--- src/rtl/dot_acc_pkg.sv ---
// Shared definitions for the dot-product accumulator slice.
// Holds the FSM state type, default format widths and signed-saturation
// limit helpers used by the accumulator top and its output converter.
package dot_acc_pkg;

    localparam int unsigned INT_BITS_DEF   = 7;
    localparam int unsigned FRAC_BITS_DEF  = 9;
    localparam int unsigned GUARD_BITS_DEF = 4;
    localparam int unsigned W_DEF          = INT_BITS_DEF + FRAC_BITS_DEF;
    localparam int unsigned PW_DEF         = 2 * W_DEF;
    localparam int unsigned CNT_W          = 8;

    typedef enum logic [1:0] {
        IDLE  = 2'd0,
        ACCUM = 2'd1,
        DONE  = 2'd2
    } state_t;

    // Largest value of a w-bit two's-complement number (w <= 63).
    function automatic longint smax(input int unsigned w);
        return (64'sd1 <<< (w - 1)) - 64'sd1;
    endfunction

    // Smallest value of a w-bit two's-complement number (w <= 63).
    function automatic longint smin(input int unsigned w);
        return -(64'sd1 <<< (w - 1));
    endfunction

endpackage

--- src/rtl/dot_accumulator_if.sv ---
// Handshake bundle for dot_accumulator: product input stream and
// result output stream.
//   master: producer/consumer side (drives in_*, out_ready)
//   slave : accumulator side (drives in_ready, out_*)
interface dot_accumulator_if
    import dot_acc_pkg::*;
#(
    parameter int unsigned W  = W_DEF,
    parameter int unsigned PW = PW_DEF
);
    logic             in_valid;
    logic             in_ready;
    logic [PW-1:0]    in_data;
    logic             in_last;
    logic             out_valid;
    logic             out_ready;
    logic [W-1:0]     out_data;
    logic             out_sat;
    logic [CNT_W-1:0] out_count;

    modport master (
        output in_valid, in_data, in_last, out_ready,
        input  in_ready, out_valid, out_data, out_sat, out_count
    );

    modport slave (
        input  in_valid, in_data, in_last, out_ready,
        output in_ready, out_valid, out_data, out_sat, out_count
    );
endinterface

--- src/rtl/acc_round_sat.sv ---
// Combinational ACC_W -> W conversion: drops FRAC_BITS fraction bits
// (Q(2I).(2F) -> Q(I).(F)) and saturates to W-bit signed.
// Build option DOT_ACC_ROUND_EN: round half-up before the shift;
// otherwise plain arithmetic shift (truncate toward minus infinity).
// Ports:
//   acc  in  ACC_W  signed accumulator value
//   res  out W      converted, saturated result
//   clip out 1      result was saturated
module acc_round_sat
    import dot_acc_pkg::*;
#(
    parameter int unsigned ACC_W     = 36,
    parameter int unsigned W         = 16,
    parameter int unsigned FRAC_BITS = 9
) (
    input  logic signed [ACC_W-1:0] acc,
    output logic        [W-1:0]     res,
    output logic                    clip
);
    localparam int unsigned EW = ACC_W + 1;
`ifdef DOT_ACC_ROUND_EN
    localparam logic [EW-1:0] HALF = EW'(1) << (FRAC_BITS - 1);
`endif

    logic signed [EW-1:0] ext;
    logic signed [EW-1:0] shifted;
    longint               val;

    // One extra bit keeps the rounding add from wrapping.
    always_comb begin
        ext = {acc[ACC_W-1], acc};
`ifdef DOT_ACC_ROUND_EN
        ext = ext + $signed(HALF);
`endif
        shifted = ext >>> FRAC_BITS;
        val     = 64'(shifted);
        clip    = 1'b0;
        res     = W'(shifted);
        if (val > smax(W)) begin
            res  = W'(smax(W));
            clip = 1'b1;
        end else if (val < smin(W)) begin
            res  = W'(smin(W));
            clip = 1'b1;
        end
    end

endmodule

--- src/rtl/dot_accumulator.sv ---
// Streaming dot-product accumulator. Sums signed Q(2I).(2F) products of
// one in_last-terminated vector in a guarded, saturating accumulator and
// presents the rounded/saturated Q(I).(F) total on a valid/ready port.
// Build option DOT_ACC_ROUND_EN selects round half-up in the converter.
// Ports:
//   clk    in  clock, rising edge
//   rst_n  in  asynchronous active-low reset
//   bus    slave side of dot_accumulator_if
//          (in_valid/in_ready/in_data/in_last,
//           out_valid/out_ready/out_data/out_sat/out_count)
module dot_accumulator
    import dot_acc_pkg::*;
#(
    parameter int unsigned INT_BITS   = INT_BITS_DEF,
    parameter int unsigned FRAC_BITS  = FRAC_BITS_DEF,
    parameter int unsigned GUARD_BITS = GUARD_BITS_DEF
) (
    input logic               clk,
    input logic               rst_n,
    dot_accumulator_if.slave  bus
);
    localparam int unsigned W     = INT_BITS + FRAC_BITS;
    localparam int unsigned PW    = 2 * W;
    localparam int unsigned ACC_W = PW + GUARD_BITS;
    localparam logic [CNT_W-1:0] CNT_MAX = '1;
    localparam logic [ACC_W-1:0] ACC_MAX = {1'b0, {(ACC_W-1){1'b1}}};
    localparam logic [ACC_W-1:0] ACC_MIN = {1'b1, {(ACC_W-1){1'b0}}};

    state_t                  state_q, state_d;
    logic signed [ACC_W-1:0] acc_q, acc_d, acc_new;
    logic [CNT_W-1:0]        count_q, count_d, count_new;
    logic                    sticky_q, sticky_d, sticky_new;
    logic                    out_valid_q, out_valid_d;
    logic [W-1:0]            out_data_q, out_data_d;
    logic                    out_sat_q, out_sat_d;
    logic [CNT_W-1:0]        out_count_q, out_count_d;

    logic                    in_ready_c;
    logic                    accept_c;
    logic signed [ACC_W-1:0] in_sext;
    logic signed [ACC_W:0]   sum;
    logic                    acc_clip;
    logic [W-1:0]            conv_res;
    logic                    conv_clip;

    assign in_ready_c = !out_valid_q || bus.out_ready;
    assign accept_c   = bus.in_valid && in_ready_c;
    assign in_sext    = {{GUARD_BITS{bus.in_data[PW-1]}}, bus.in_data};

    // Accumulator value an accepted beat would produce.
    always_comb begin
        sum        = {acc_q[ACC_W-1], acc_q} + {in_sext[ACC_W-1], in_sext};
        acc_clip   = sum[ACC_W] ^ sum[ACC_W-1];
        acc_new    = in_sext;
        count_new  = CNT_W'(1);
        sticky_new = 1'b0;
        if (state_q == ACCUM) begin
            if (acc_clip) begin
                acc_new = sum[ACC_W] ? ACC_MIN : ACC_MAX;
            end else begin
                acc_new = sum[ACC_W-1:0];
            end
            count_new  = (count_q == CNT_MAX) ? CNT_MAX : count_q + CNT_W'(1);
            sticky_new = sticky_q | acc_clip;
        end
    end

    // Converter sees the post-beat total so the last beat is included.
    acc_round_sat #(
        .ACC_W     (ACC_W),
        .W         (W),
        .FRAC_BITS (FRAC_BITS)
    ) u_conv (
        .acc  (acc_new),
        .res  (conv_res),
        .clip (conv_clip)
    );

    // Next-state and output-register logic.
    always_comb begin
        state_d     = state_q;
        acc_d       = acc_q;
        count_d     = count_q;
        sticky_d    = sticky_q;
        out_valid_d = out_valid_q;
        out_data_d  = out_data_q;
        out_sat_d   = out_sat_q;
        out_count_d = out_count_q;

        if (out_valid_q && bus.out_ready) begin
            out_valid_d = 1'b0;
        end

        if (accept_c) begin
            acc_d    = acc_new;
            count_d  = count_new;
            sticky_d = sticky_new;
            if (bus.in_last) begin
                state_d     = DONE;
                out_valid_d = 1'b1;
                out_data_d  = conv_res;
                out_sat_d   = sticky_new | conv_clip;
                out_count_d = count_new;
            end else begin
                state_d = ACCUM;
            end
        end else if (state_q == DONE && bus.out_ready) begin
            state_d  = IDLE;
            acc_d    = '0;
            count_d  = '0;
            sticky_d = 1'b0;
        end
    end

    always_ff @(posedge clk or negedge rst_n) begin
        if (!rst_n) begin
            state_q     <= IDLE;
            acc_q       <= '0;
            count_q     <= '0;
            sticky_q    <= 1'b0;
            out_valid_q <= 1'b0;
            out_data_q  <= '0;
            out_sat_q   <= 1'b0;
            out_count_q <= '0;
        end else begin
            state_q     <= state_d;
            acc_q       <= acc_d;
            count_q     <= count_d;
            sticky_q    <= sticky_d;
            out_valid_q <= out_valid_d;
            out_data_q  <= out_data_d;
            out_sat_q   <= out_sat_d;
            out_count_q <= out_count_d;
        end
    end

    assign bus.in_ready  = in_ready_c;
    assign bus.out_valid = out_valid_q;
    assign bus.out_data  = out_data_q;
    assign bus.out_sat   = out_sat_q;
    assign bus.out_count = out_count_q;

endmodule

--- src/flat_wrapper.sv ---
// flat-port wrapper written by rule: the top's interface ports become plain ports
module dot_accumulator_flat import dot_acc_pkg::*;
#(
    parameter int unsigned INT_BITS   = INT_BITS_DEF,
    parameter int unsigned FRAC_BITS  = FRAC_BITS_DEF,
    parameter int unsigned GUARD_BITS = GUARD_BITS_DEF
)
  (clk, rst_n, bus_in_valid, bus_in_data, bus_in_last, bus_out_ready, bus_in_ready, bus_out_valid, bus_out_data, bus_out_sat, bus_out_count);
  dot_accumulator_if bus_i ();
  input logic clk;
  input logic rst_n;
  input wire logic [$bits(bus_i.in_valid)-1:0] bus_in_valid;
  input wire logic [$bits(bus_i.in_data)-1:0] bus_in_data;
  input wire logic [$bits(bus_i.in_last)-1:0] bus_in_last;
  input wire logic [$bits(bus_i.out_ready)-1:0] bus_out_ready;
  output wire logic [$bits(bus_i.in_ready)-1:0] bus_in_ready;
  output wire logic [$bits(bus_i.out_valid)-1:0] bus_out_valid;
  output wire logic [$bits(bus_i.out_data)-1:0] bus_out_data;
  output wire logic [$bits(bus_i.out_sat)-1:0] bus_out_sat;
  output wire logic [$bits(bus_i.out_count)-1:0] bus_out_count;
  assign bus_i.in_valid = bus_in_valid;
  assign bus_i.in_data = bus_in_data;
  assign bus_i.in_last = bus_in_last;
  assign bus_i.out_ready = bus_out_ready;
  assign bus_in_ready = bus_i.in_ready;
  assign bus_out_valid = bus_i.out_valid;
  assign bus_out_data = bus_i.out_data;
  assign bus_out_sat = bus_i.out_sat;
  assign bus_out_count = bus_i.out_count;
  dot_accumulator #(.INT_BITS(INT_BITS), .FRAC_BITS(FRAC_BITS), .GUARD_BITS(GUARD_BITS)) u_core (.clk(clk), .rst_n(rst_n), .bus(bus_i));
endmodule
--- config.mk ---
export PLATFORM = sky130hd
export DESIGN_NAME = dot_accumulator_flat
export DESIGN_NICKNAME = d
export VERILOG_FILES = /design/src/rtl/dot_acc_pkg.sv /design/src/rtl/dot_accumulator_if.sv /design/src/rtl/acc_round_sat.sv /design/src/rtl/dot_accumulator.sv /design/src/flat_wrapper.sv
export SDC_FILE = /design/constraint.sdc
export NUM_CORES = 1
export LEC_CHECK = 0
export BUFFER_PORTS_ARGS = -buffer_cell sky130_fd_sc_hd__buf_2
export CAP_MARGIN = 40
export CORE_ASPECT_RATIO = 1.2
export CORE_UTILIZATION = 40
export DETAILED_ROUTE_END_ITERATION = 10
export HOLD_SLACK_MARGIN = 0.06
export PLACE_DENSITY_LB_ADDON = 0.25
export SLEW_MARGIN = 20
export SYNTH_ARGS = -nofsm -noshare
export SYNTH_HDL_FRONTEND = slang
export SYNTH_SLANG_ARGS = --single-unit
--- constraint.sdc ---
create_clock -name clk -period 5.4 [get_ports clk]
set_input_delay 0.54 -clock clk [delete_from_list [all_inputs] [get_ports clk]]
set_output_delay 0.54 -clock clk [all_outputs]
set_load 0.02 [all_outputs]
==> results.md, run 1 <==
- Status: finished clean
- Worst-path cell chain: ha_1 > nand4_1 > or4_1 > o21a_1 > a32oi_4 > inv_1 > ha_1 > nor2_1 > nand3b_1 > o21ai_1 > a21oi_1 > and3_2 > nor3b_1 > nand4_1 > o31ai_4 > buf_4 > o22ai_1
- Seq/Total Area, Yosys: a little under a third
- Crit path kind: reg -> reg
- Vias/cell: 6.05
- R2r endpoint: u_core.bus.out_data[3]
- Setup violations, final: 0
- 1st-iter DRT viols: between 400 and 500
- Leak pwr: 0.00295 uW
- # diodes: 0
- Main flop type after synthesis: dfrtp_1
- Least-Margin Pin Slew: 801 ps
- Setup crit end kind: flip-flop
- Worst-case clock buffer depth: 2
- CTS buffer count: 9
- Max_cap viols: 0
- Yosys warns: 0
- Crit path largest cell delay: 600 ps
- Critical-path top delay cell: or4_1
- Synth Instances: 747
- Skew final: 8.87 ps
- Post-synth EDFFs: 0
- Yosys reg bits: 73
- Setup repair bufs after CTS: 0
- Number of global-route vias before repair: 5,927
- Finished Layout Cells: roughly 1k
- Crit path max fanout: 16
- Port Buffer Count: 63
- CP arrival: approximately 5300 ps
- Highest clock rate: 196 MHz
- CTS tree: yes
- Clock sink count: 73
- Fraction of registers with async set/reset: 100%
- Post-DP HPWL: 14.8 mm
- CTS Root Cell: clkbuf_16
- Via count: 6,060
- Placed cells: 985
- Pin count of the biggest net entering global routing: 46
- CORE AREA: 0.0145 sq mm
- Total GRT Usage: 26.1%
- CTS clk-pin slew, worst paths: 70 ps
- Hold-fix buffers, CTS: 0
- Row Count: 48
- GPL Wtd Cong: 0.973
- Total wire length: 19.5 mm
- Layout area overhead: 15.0%
- DIE HEIGHT: 136 um
- Slew Viols, Final: 0
- VDD IR max: between 0.3 and 0.4 mV
- DRC: 0
- Initial antenna violation count: 0
- Fin area: between 0.006 and 0.007 sq mm
- Startpoint Class: flip-flop
- CP required: between 5000 and 6000 ps
- Chip width: around 110 um
- Die ar.: 0.0153 sq mm
- First-pass GRT wire length: 31.2 mm
- Worst hold path type: in -> async
- R2R Path Start: u_core.acc_q[28]
- Grt ovf: 0
- Syn Nets: 823
- Crit share post-route: a little over nine tenths
- TritonRoute pass-1 iters: 5
- Mapped cell area: between 0.005 and 0.006 sq mm
- Pwr per Cell Area: 640 mW/mm^2
- Top-level port count: 64
- Reg2reg setup slack: 310 ps
- Htree depth: 3
- Post-detailed-route count of antenna-violating nets: 0
- Fin crit period: 5090 ps
- Total power draw: 4370 uW
- Cell variety after synth: 71
- Synth Area per Inst: 7.95 sq um
- Worst skew pair latency: 350 ps
- Hold Fails Final Rpt: 0
- Worst Reg-to-Reg Cells: 17
- Relative slew slack: 46.6%
- Share of cells above drive strength 1: 16.1%
- Placed inst area: between 0.006 and 0.007 sq mm
- Initial Util: 41.0%
- Final nets: 872
- RSZ-0062 raised after global routing: false
- Drt wl/cell: 19.5 um
area by class of cell:
class / instances / area (sq um)
Fill cell: 1466 / 7640
Inverter: 18 / 67.6
Tap cell: 200 / 250
Timing Repair Buffer: 80 / 480
Sequential cell: 73 / 1830
Clock inverter: 7 / 101
Clock buffer: 9 / 225
Multi-Input combinational cell: 614 / 3880
report_power, final:
part	switching (uW)	internal (uW)
sequential	137	742
combinational	1800	1020
clock	261	410
total	2200	2170
routing by layer:
layer | global-route usage [%] | part of all wire, % | up-vias
met2 | 40.6 | 45 | 247
met4 | 12.1 | 3.3 | 0
met1 | 35.8 | 46 | 2911
met5 | 0 | 0 | -
li1 | - | - | 2859
met3 | 3.76 | 5.9 | 43
cell usage after synthesis (3+ instances only):
library cell	count	share of area [%]
a2111oi_0	4	0.59
a211oi_1	14	1.8
a21o_1	13	1.6
a21oi_1	62	5.2
a22o_1	13	1.9
a31oi_1	8	0.84
and2_1	3	0.32
and3_1	10	1.1
buf_2	8	0.67
clkbuf_1	28	1.8
dfrtp_1	73	31
ha_1	38	8.0
inv_1	17	1.1
nand2_1	111	7.0
nand2b_1	8	0.84
nand3_1	18	1.5
nand4_1	9	0.95
nor2_1	70	4.4
nor3_1	11	0.93
nor3b_1	3	0.38
nor4_1	4	0.42
o211ai_1	12	1.5
o21a_1	6	0.76
o21ai_0	73	6.1
o21ai_1	7	0.59
o21bai_1	4	0.51
o221ai_1	7	1.0
o22ai_1	13	1.4
o2bb2ai_1	5	0.74
o31a_1	3	0.44
o31ai_1	3	0.38
or2_2	10	1.1
or3_1	3	0.32
xnor2_1	17	2.5
xor2_1	11	1.6
cell families after synthesis:
logic type,Yosys count,share of synthesized area (%)
flip-flops,73,30.7
adder cells (fa/ha/maj),39,8.34
XOR/XNOR,28,4.13
AO/OA/AOI/OAI,278,31.7
AND/OR/NAND/NOR,267,20.3
buffers and inverters,60,4.38
multiplexers,2,0.358
how the worst max path moves through the flow:
stage / to / depth (start not counted) / slack (ps) / start
after floorplan: u_core.bus.out_data[7] / 19 / 750 / bus_in_data[29]
after global placement: u_core.bus.out_data[9] / 20 / -40 / bus_in_data[28]
after detailed placement: u_core.bus.out_data[3] / 20 / 20 / bus_in_data[28]
after CTS: u_core.bus.out_data[3] / 19 / 210 / u_core.acc_q[28]
after global routing: u_core.bus.out_data[0] / 19 / 30 / u_core.acc_q[28]
final: u_core.bus.out_data[3] / 17 / 310 / u_core.acc_q[28]
flip-flops by register name, summed over array words and instances (netlist names):
name / count
u_core.acc_q: 36
u_core.bus.out_data: 16
u_core.bus.out_count: 8
u_core.count_q: 8
u_core.state_q: 2
u_core.bus.out_sat: 1
u_core.bus.out_valid: 1
u_core.sticky_q: 1
metrics by stage:
step	TNS [ps]	setup slack, ps	utilization (%)	hold WS (ps)
2_1_floorplan	0	748	-	244
3_3_place_gp	-430	-40.7	44.5	450
3_5_place_dp	0	22.6	44.9	452
4_1_cts	0	213	47.1	145
5_1_grt	0	30.5	47.2	169
6_report	0	309	47.2	134
worst max-delay path: cells and delay by family, from the launching register on:
family / cells / cell delay, ps
simple gates: 7 / 1920
compound gates: 6 / 1290
flops: 1 / 420
buf+inv: 2 / 370
fa+ha+maj: 2 / 930
cells in the final DEF (no fill, tap or decap), types with 17 or more instances in the layout:
cell type,instances
nand3_1,18
o21ai_0,73
inv_1,17
dfrtp_1,73
ha_1,37
nor2_1,69
a21oi_1,62
xnor2_1,17
nand2_1,111
buf_2,62
repair_timing:
action	in CTS	in global routing
gates resized for setup	0	4
endpoints found under the setup margin	0	16
endpoints found under the hold margin	0	0
Note: power is estimated with default switching activity, not from simulation.
==> inputs of run 2 (changes only) <==
--- a/config.mk
+++ b/config.mk
@@ -15,4 +15,5 @@
 export SLEW_MARGIN = 20
 export SYNTH_ARGS = -nofsm -noshare
 export SYNTH_HDL_FRONTEND = slang
+export SYNTH_HIERARCHICAL = 1
 export SYNTH_SLANG_ARGS = --single-unit
==> run 2 against run 1 <==
  * Routed wire length shrank 3.9%
  * Critical path depth down 1
  * Clock skew is 0.71 ps higher
  * Core utilization decreased by 1.8 points
  * Final area grew 3.1%
  * Combinational power is essentially flat
  * Total power fell by 2.7%
  * Cell count is 2.3% higher
  * Hold slack got worse by 28 ps
  * Global-route usage down 2.0 points
  * Critical path type unchanged
  * Highest routed layer unchanged
==> results.md, run 2 <==
- RSZ-0062 raised after global routing: false (unchanged)
- DRC: 0 (unchanged)
- Htree depth: 3 (unchanged)
- Post-DP HPWL: 13.7 mm (was 14.8 mm)
- Total GRT Usage: 24.1% (was 26.1%)
- Worst-case clock buffer depth: 2 (unchanged)
- Final nets: 886 (was 872)
- Fin area: 0.00705 sq mm (was 0.00683 sq mm)
- Slew Viols, Final: 0 (unchanged)
- Hold Fails Final Rpt: 0 (unchanged)
- Chip width: 117 um (was 113 um)
- Total wire length: 18.8 mm (was 19.5 mm)
- VDD IR max: 0.198 mV (was 0.321 mV)
- R2r endpoint: u_core/bus.out_data[3] (was u_core.bus.out_data[3])
- Synth Instances: 776 (was 747)
- Mapped cell area: 0.00632 sq mm (was 0.00594 sq mm)
- Fin crit period: 4330 ps (was 5090 ps)
- Initial Util: 40.8% (was 41.0%)
- Clock sink count: 73 (unchanged)
- CTS tree: yes (unchanged)
- Die ar.: 0.0163 sq mm (was 0.0153 sq mm)
- CTS buffer count: 9 (unchanged)
- Least-Margin Pin Slew: 776 ps (was 801 ps)
- Fillers: 1,604 (was 1,466)
- Grt ovf: 0 (unchanged)
- Worst Path Buf+Inv: 2 (unchanged)
- Vias/cell: 5.96 (was 6.05)
- Most frequent cells in the layout: nand2_1, dfrtp_1, a21oi_1 (was nand2_1, o21ai_0, dfrtp_1)
- CTS clk-pin slew, worst paths: 60 ps (was 70 ps)
- Worst Reg-to-Reg Cells: 16 (was 17)
- Global Route met3 Usage: 3.31% (was 3.76%)
- CP delay by family, top: compound AO/OA/AOI/OAI gates (was simple AND/OR/NAND/NOR gates)
- # diodes: 0 (unchanged)
- Critical-path top delay cell: fa_1 (was or4_1)
- Initial antenna violation count: 0 (unchanged)
- Reg2reg setup slack: 1070 ps (was 310 ps)
- CP required: 5630 ps (was 5590 ps)
- TritonRoute pass-1 iters: 5 (unchanged)
- Status: finished clean (unchanged)
- Crit path kind: reg -> reg (unchanged)
- Commonest non-fill, non-tap cell in the layout: nand2_1 (unchanged)
- GPL Wtd Cong: 0.916 (was 0.973)
- Met1 usage: 30.5% (was 35.8%)
- Startpoint Class: flip-flop (unchanged)
- Syn Nets: 851 (was 823)
- Drt wl/cell: 18.3 um (was 19.5 um)
- CTS Root Cell: clkbuf_16 (unchanged)
- Largest register FFs: 36 (unchanged)
- Yosys warns: 6 (was 0)
- CP arrival: 4560 ps (was 5280 ps)
- Port Buffer Count: 63 (unchanged)
- Worst setup endpoint: u_core/bus.out_data[3] (was u_core.bus.out_data[3])
- Top-level port count: 64 (unchanged)
- Post-cts resize count: 0 (unchanged)
- R2R Path Start: u_core/acc_q[0] (was u_core.acc_q[28])
- Final TNS setup: 0 ps (unchanged)
- Share of cells above drive strength 1: 16.8% (was 16.1%)
- Largest Register: u_core/acc_q (was u_core.acc_q)
- DIE HEIGHT: 140 um (was 136 um)
- CP Depth: 16 (was 17)
- Setup repair bufs after CTS: 0 (unchanged)
- Relative slew slack: 47.7% (was 46.6%)
- Highest clock rate: 231 MHz (was 196 MHz)
- Placed inst area: 0.00678 sq mm (was 0.00650 sq mm)
- Post-detailed-route count of antenna-violating nets: 0 (unchanged)
- Pwr per Cell Area: 604 mW/mm^2 (was 640 mW/mm^2)
- Worst hold path type: in -> async (unchanged)
- Critical Path Source: u_core/acc_q[0] (was u_core.acc_q[28])
- Max_cap viols: 0 (unchanged)
- Setup crit end kind: flip-flop (unchanged)
- Routing usage on met2: 40.0% (was 40.6%)
- Leak pwr: 0.00317 uW (was 0.00295 uW)
- Via count: 6,107 (was 6,060)
- Row Count: 50 (was 48)
- Pin count of the biggest net entering global routing: 49 (was 46)
- CORE AREA: 0.0155 sq mm (was 0.0145 sq mm)
- Hold-fix buffers, CTS: 0 (unchanged)
- Number of global-route vias before repair: 6,016 (was 5,927)
- Crit path max fanout: 18 (was 16)
- Crit path largest cell delay: 400 ps (was 600 ps)
- GRT busiest layer: met2 (unchanged)
- First-pass GRT wire length: 30.7 mm (was 31.2 mm)
- Layout area overhead: 11.5% (was 15.0%)
- Worst skew pair latency: 350 ps (about the same)
- 1st-iter DRT viols: 518 (was 454)
- Skew final: 9.58 ps (was 8.87 ps)
- Worst-path cell chain: ha_1 > fa_1 > a21o_1 > a31oi_1 > o21ai_1 > a21oi_2 > o31a_1 > o21ai_4 > o21ai_2 > buf_4 > o21ai_1 > nor3_1 > a31oi_1 > buf_4 > a21o_2 > mux2_2 (was ha_1 > nand4_1 > or4_1 > o21a_1 > a32oi_4 > inv_1 > ha_1 > nor2_1 > nand3b_1 > o21ai_1 > a21oi_1 > and3_2 > nor3b_1 > nand4_1 > o31ai_4 > buf_4 > o22ai_1)
- Crit share post-route: 80.1% (was 94.3%)
- Setup violations, final: 0 (unchanged)
- Synth Area per Inst: 8.15 sq um (was 7.95 sq um)
[run 2: area by class of cell]
cell class / instances / area, sq um / share of cell area, %
Sequential cell: 73 / 1830 / 25.9
Clock inverter: 6 / 42.5 / 0.604
Timing Repair Buffer: 79 / 458 / 6.50
Tap cell: 208 / 260 / 3.69
Inverter: 15 / 56.3 / 0.799
Clock buffer: 10 / 229 / 3.25
Multi-Input combinational cell: 633 / 4180 / 59.2
[run 2: worst min-delay path by stage]
stage                            start                       to  slack [ps]  depth (start not counted)
6_report                         rst_n   u_core/bus.out_data[6]         110                          1
5_1_grt                          rst_n   u_core/bus.out_data[6]         130                          1
4_1_cts                          rst_n   u_core/bus.out_data[6]         120                          1
3_5_place_dp   u_core/bus.out_count[7]  u_core/bus.out_count[7]         470                          2
3_3_place_gp   u_core/bus.out_count[4]  u_core/bus.out_count[4]         460                          2
2_1_floorplan                    rst_n          u_core/acc_q[0]         240                          0
[run 2: metal layers]
layer / share of wire, % / vias up
li1: - / 2968
met2: 48 / 145
met3: 3.9 / 43
met5: 0 / -
met4: 3.8 / 0
met1: 45 / 2951
[run 2: metrics by stage]
stage          total power (uW)  setup slack [ps]  utilization (%)  cells  hold slack (ps)
6_report                   4250              1070             45.4   1024              106
5_1_grt                    4600               799             45.4   1024              131
4_1_cts                    4260              1080             45.4   1024              118
3_5_place_dp               3670               791             43.7   1008              469
3_3_place_gp               3650               997             43.5   1007              464
2_1_floorplan              3040              1490                -    776              244
[run 2: worst register-to-register path, cell delays in order, from the launching register on]
cell and delay (ps):
dfrtp_1 380, ha_1 210, fa_1 400, a21o_1 190, a31oi_1 390, o21ai_1 170, a21oi_2 220, o31a_1 250
o21ai_4 170, o21ai_2 410, buf_4 290, o21ai_1 110, nor3_1 200, a31oi_1 120, buf_4 240, a21o_2 210
mux2_2 250
[run 2: where the power goes]
group          switching, uW  internal, uW
clock network            253           312
registers                120           750
logic                   1750          1070
==> inputs of run 3 (changes only) <==
==> constraint.sdc (replaced) <==
create_clock -name clk -period 4 [get_ports clk]
set_input_delay 0.4 -clock clk [delete_from_list [all_inputs] [get_ports clk]]
set_output_delay 0.4 -clock clk [all_outputs]
set_load 0.02 [all_outputs]
==> run 3 against run 2 <==
  * Global-route usage is 1.9 points higher
  * Critical path type unchanged
  * Core utilization grew 3.7 points
  * First-iteration DRC count grew 3.5%
  * Clock skew about the same
==> results.md, run 3 (synthesized netlist as in run 2, its figures left out) <==
- Status: finished clean (unchanged)
- Total wire length: 19.9 mm (was 18.8 mm)
- Initial Util: 40.8% (unchanged)
- Die ar.: 0.0163 sq mm (unchanged)
- Worst skew pair latency: 350 ps (about the same)
- Crit share post-route: 95.2% (was 80.1%)
- Fin util: 49.2% (was 45.4%)
- CTS tree: yes (unchanged)
- DIE HEIGHT: 140 um (unchanged)
- Reg2reg setup slack: 190 ps (was 1070 ps)
- Worst hold path type: in -> reg (was in -> async)
- Max_cap viols: 0 (unchanged)
- Pre-CTS setup slack: -18.0 ps (was 791 ps)
- Setup crit end kind: flip-flop (unchanged)
- Skew final: 10.0 ps (was 9.58 ps)
- Row Count: 50 (unchanged)
- Final nets: 944 (was 886)
- Most frequent cells in the layout: nand2_1, dfrtp_1, buf_4 (was nand2_1, dfrtp_1, a21oi_1)
- Port Buffer Count: 63 (unchanged)
- Slew Viols, Final: 0 (unchanged)
- CP arrival: 4100 ps (was 4560 ps)
- Fillers: 1,569 (was 1,604)
- Leak pwr: 0.00348 uW (was 0.00317 uW)
- Crit path largest cell delay: 390 ps (was 400 ps)
- TritonRoute pass-1 iters: 6 (was 5)
- CTS buffer count: 9 (unchanged)
- Htree depth: 3 (unchanged)
- Net switching power: 3080 uW (was 2120 uW)
- Total power draw: 6390 uW (was 4250 uW)
- Clock power share: 12.7% (was 13.3%)
- First-pass GRT wire length: 32.7 mm (was 30.7 mm)
- Worst Path Buf+Inv: 2 (unchanged)
- Drt wl/cell: 18.4 um (was 18.3 um)
- Critical-path top delay cell: dfrtp_1 (was fa_1)
- Share of cells above drive strength 1: 23.9% (was 16.8%)
- Final TNS setup: 0 ps (unchanged)
- Share of power burned in registers: 18.3% (was 20.4%)
- # diodes: 0 (unchanged)
- Crit path max fanout: 13 (was 18)
- Finished Layout Cells: 1,082 (was 1,024)
- CTS clk-pin slew, worst paths: 70 ps (was 60 ps)
- Worst-path cell chain: ha_1 > nand4_1 > nor4_2 > a21oi_2 > o31a_1 > o21ai_4 > o21ai_2 > buf_12 > a22oi_1 > nand4_1 > o31ai_4 > buf_12 > a21o_1 > mux2_2 (was ha_1 > fa_1 > a21o_1 > a31oi_1 > o21ai_1 > a21oi_2 > o31a_1 > o21ai_4 > o21ai_2 > buf_4 > o21ai_1 > nor3_1 > a31oi_1 > buf_4 > a21o_2 > mux2_2)
- Relative slew slack: 50.6% (was 47.7%)
- Grt ovf: 0 (unchanged)
- Final WS setup: 193 ps (was 1070 ps)
- Post-detailed-route count of antenna-violating nets: 0 (unchanged)
- Crit path kind: reg -> reg (unchanged)
- Pin count of the biggest net entering global routing: 51 (was 49)
- Clock sink count: 73 (unchanged)
- Total GRT Usage: 26.0% (was 24.1%)
- Number of global-route vias before repair: 6,334 (was 6,016)
- Vias/cell: 5.94 (was 5.96)
- Hold Fails Final Rpt: 0 (unchanged)
- Highest clock rate: 263 MHz (was 231 MHz)
- CP required: 4290 ps (was 5630 ps)
- VDD IR max: 0.273 mV (was 0.198 mV)
- CP delay by family, top: compound AO/OA/AOI/OAI gates (unchanged)
- CTS Root Cell: clkbuf_16 (unchanged)
- Startpoint Class: flip-flop (unchanged)
- RSZ-0062 raised after global routing: false (unchanged)
- Worst-case clock buffer depth: 2 (unchanged)
- 1st-iter DRT viols: 536 (was 518)
- Post-DP HPWL: 14.7 mm (was 13.7 mm)
- Hold_sp: bus_in_data[29]
- Largest Register: u_core/acc_q (unchanged)
- Hold Crit Endpoint: u_core/acc_q[29]
- CORE AREA: 0.0155 sq mm (unchanged)
- Hold path depth: 3
- GPL Wtd Cong: 0.969 (was 0.916)
- Layout area overhead: 20.7% (was 11.5%)
- Top-level port count: 64 (unchanged)
- Switching Fraction: 48.2% (was 49.9%)
- Pwr per Cell Area: 838 mW/mm^2 (was 604 mW/mm^2)
- Largest register FFs: 36 (unchanged)
- Fin crit period: 3810 ps (was 4330 ps)
- DRC: 0 (unchanged)
- Commonest non-fill, non-tap cell in the layout: nand2_1 (unchanged)
- Comb pwr share: 68.9% (was 66.3%)
- Least-Margin Pin Slew: 741 ps (was 776 ps)
- Setup violations, final: 0 (unchanged)
- Via count: 6,422 (was 6,107)
- R2R Path Start: u_core/acc_q[18] (was u_core/acc_q[0])
- Chip width: 117 um (unchanged)
- Initial antenna violation count: 0 (unchanged)
- P_int: 3310 uW (was 2130 uW)
- R2r endpoint: u_core/bus.out_data[12] (was u_core/bus.out_data[3])
- Worst Reg-to-Reg Cells: 14 (was 16)
- Placed cells: 1,063 (was 1,008)
-- run 3: cell type report --
cell class	instances	area (sq um)	area share [%]
multi-input cells	633	4250	55.7
repair buffers	137	946	12.4
clock buffers	9	225	2.95
flip-flops and latches	73	1830	23.9
well taps	208	260	3.41
inverters	15	56.3	0.738
clock inverters	7	63.8	0.836
-- run 3: what timing repair did --
item	4_1_cts	5_1_grt
buffers inserted	0	2
hold buffers	1	0
endpoints found under the setup margin	0	16
resized for setup	0	16
hold endpoints to repair	23	0
-- run 3: worst max path at each step --
| stage | startpoint | endpoint | slack, ps | cells past startpoint |
|---|---|---|---|---|
| floorplan | bus_in_data[0] | u_core/bus.out_data[12] | 230 | 17 |
| global placement | bus_in_data[16] | u_core/bus.out_data[12] | 40 | 15 |
| detailed placement | bus_in_data[16] | u_core/bus.out_data[12] | -20 | 15 |
| CTS | u_core/acc_q[16] | u_core/bus.out_data[12] | 120 | 14 |
| global route | u_core/acc_q[0] | u_core/bus.out_data[1] | 0.6 | 16 |
| finish | u_core/acc_q[18] | u_core/bus.out_data[12] | 190 | 14 |
-- run 3: power by group through the flow --
stage               Combinational, uW  Sequential (uW)  Clock (uW)
global placement                 4240             1180           0
detailed placement               4260             1180           0
global route                     4840             1210         860
floorplan                        2850             1260           0
finish                           4410             1170         813
CTS                              4290             1170         841
-- run 3: per-layer routing --
metal | vias up | global-route usage (%) | routed length [um]
met2 | 185 | 44.1 | 9740
li1 | 3095 | - | -
met3 | 48 | 3.27 | 903
met5 | - | 0 | 0
met1 | 3094 | 32.7 | 8590
met4 | 0 | 11.3 | 694
-- run 3: worst reg2reg max path: cells and delay by family, from the launching register on --
family	cells	cell delay [ps]
DFF	1	390
buffers and inverters	2	340
AOI/OAI and AO/OA	7	1620
adders and majority gates	1	390
and+or+nand+nor	3	870
muxes	1	140
-- run 3: stage by stage --
step	area (sq um)	hold slack [ps]
final	7630	358
after global routing	7630	366
after CTS	7540	352
after detailed placement	7240	342
after global placement	7210	459
after floorplan	6320	104
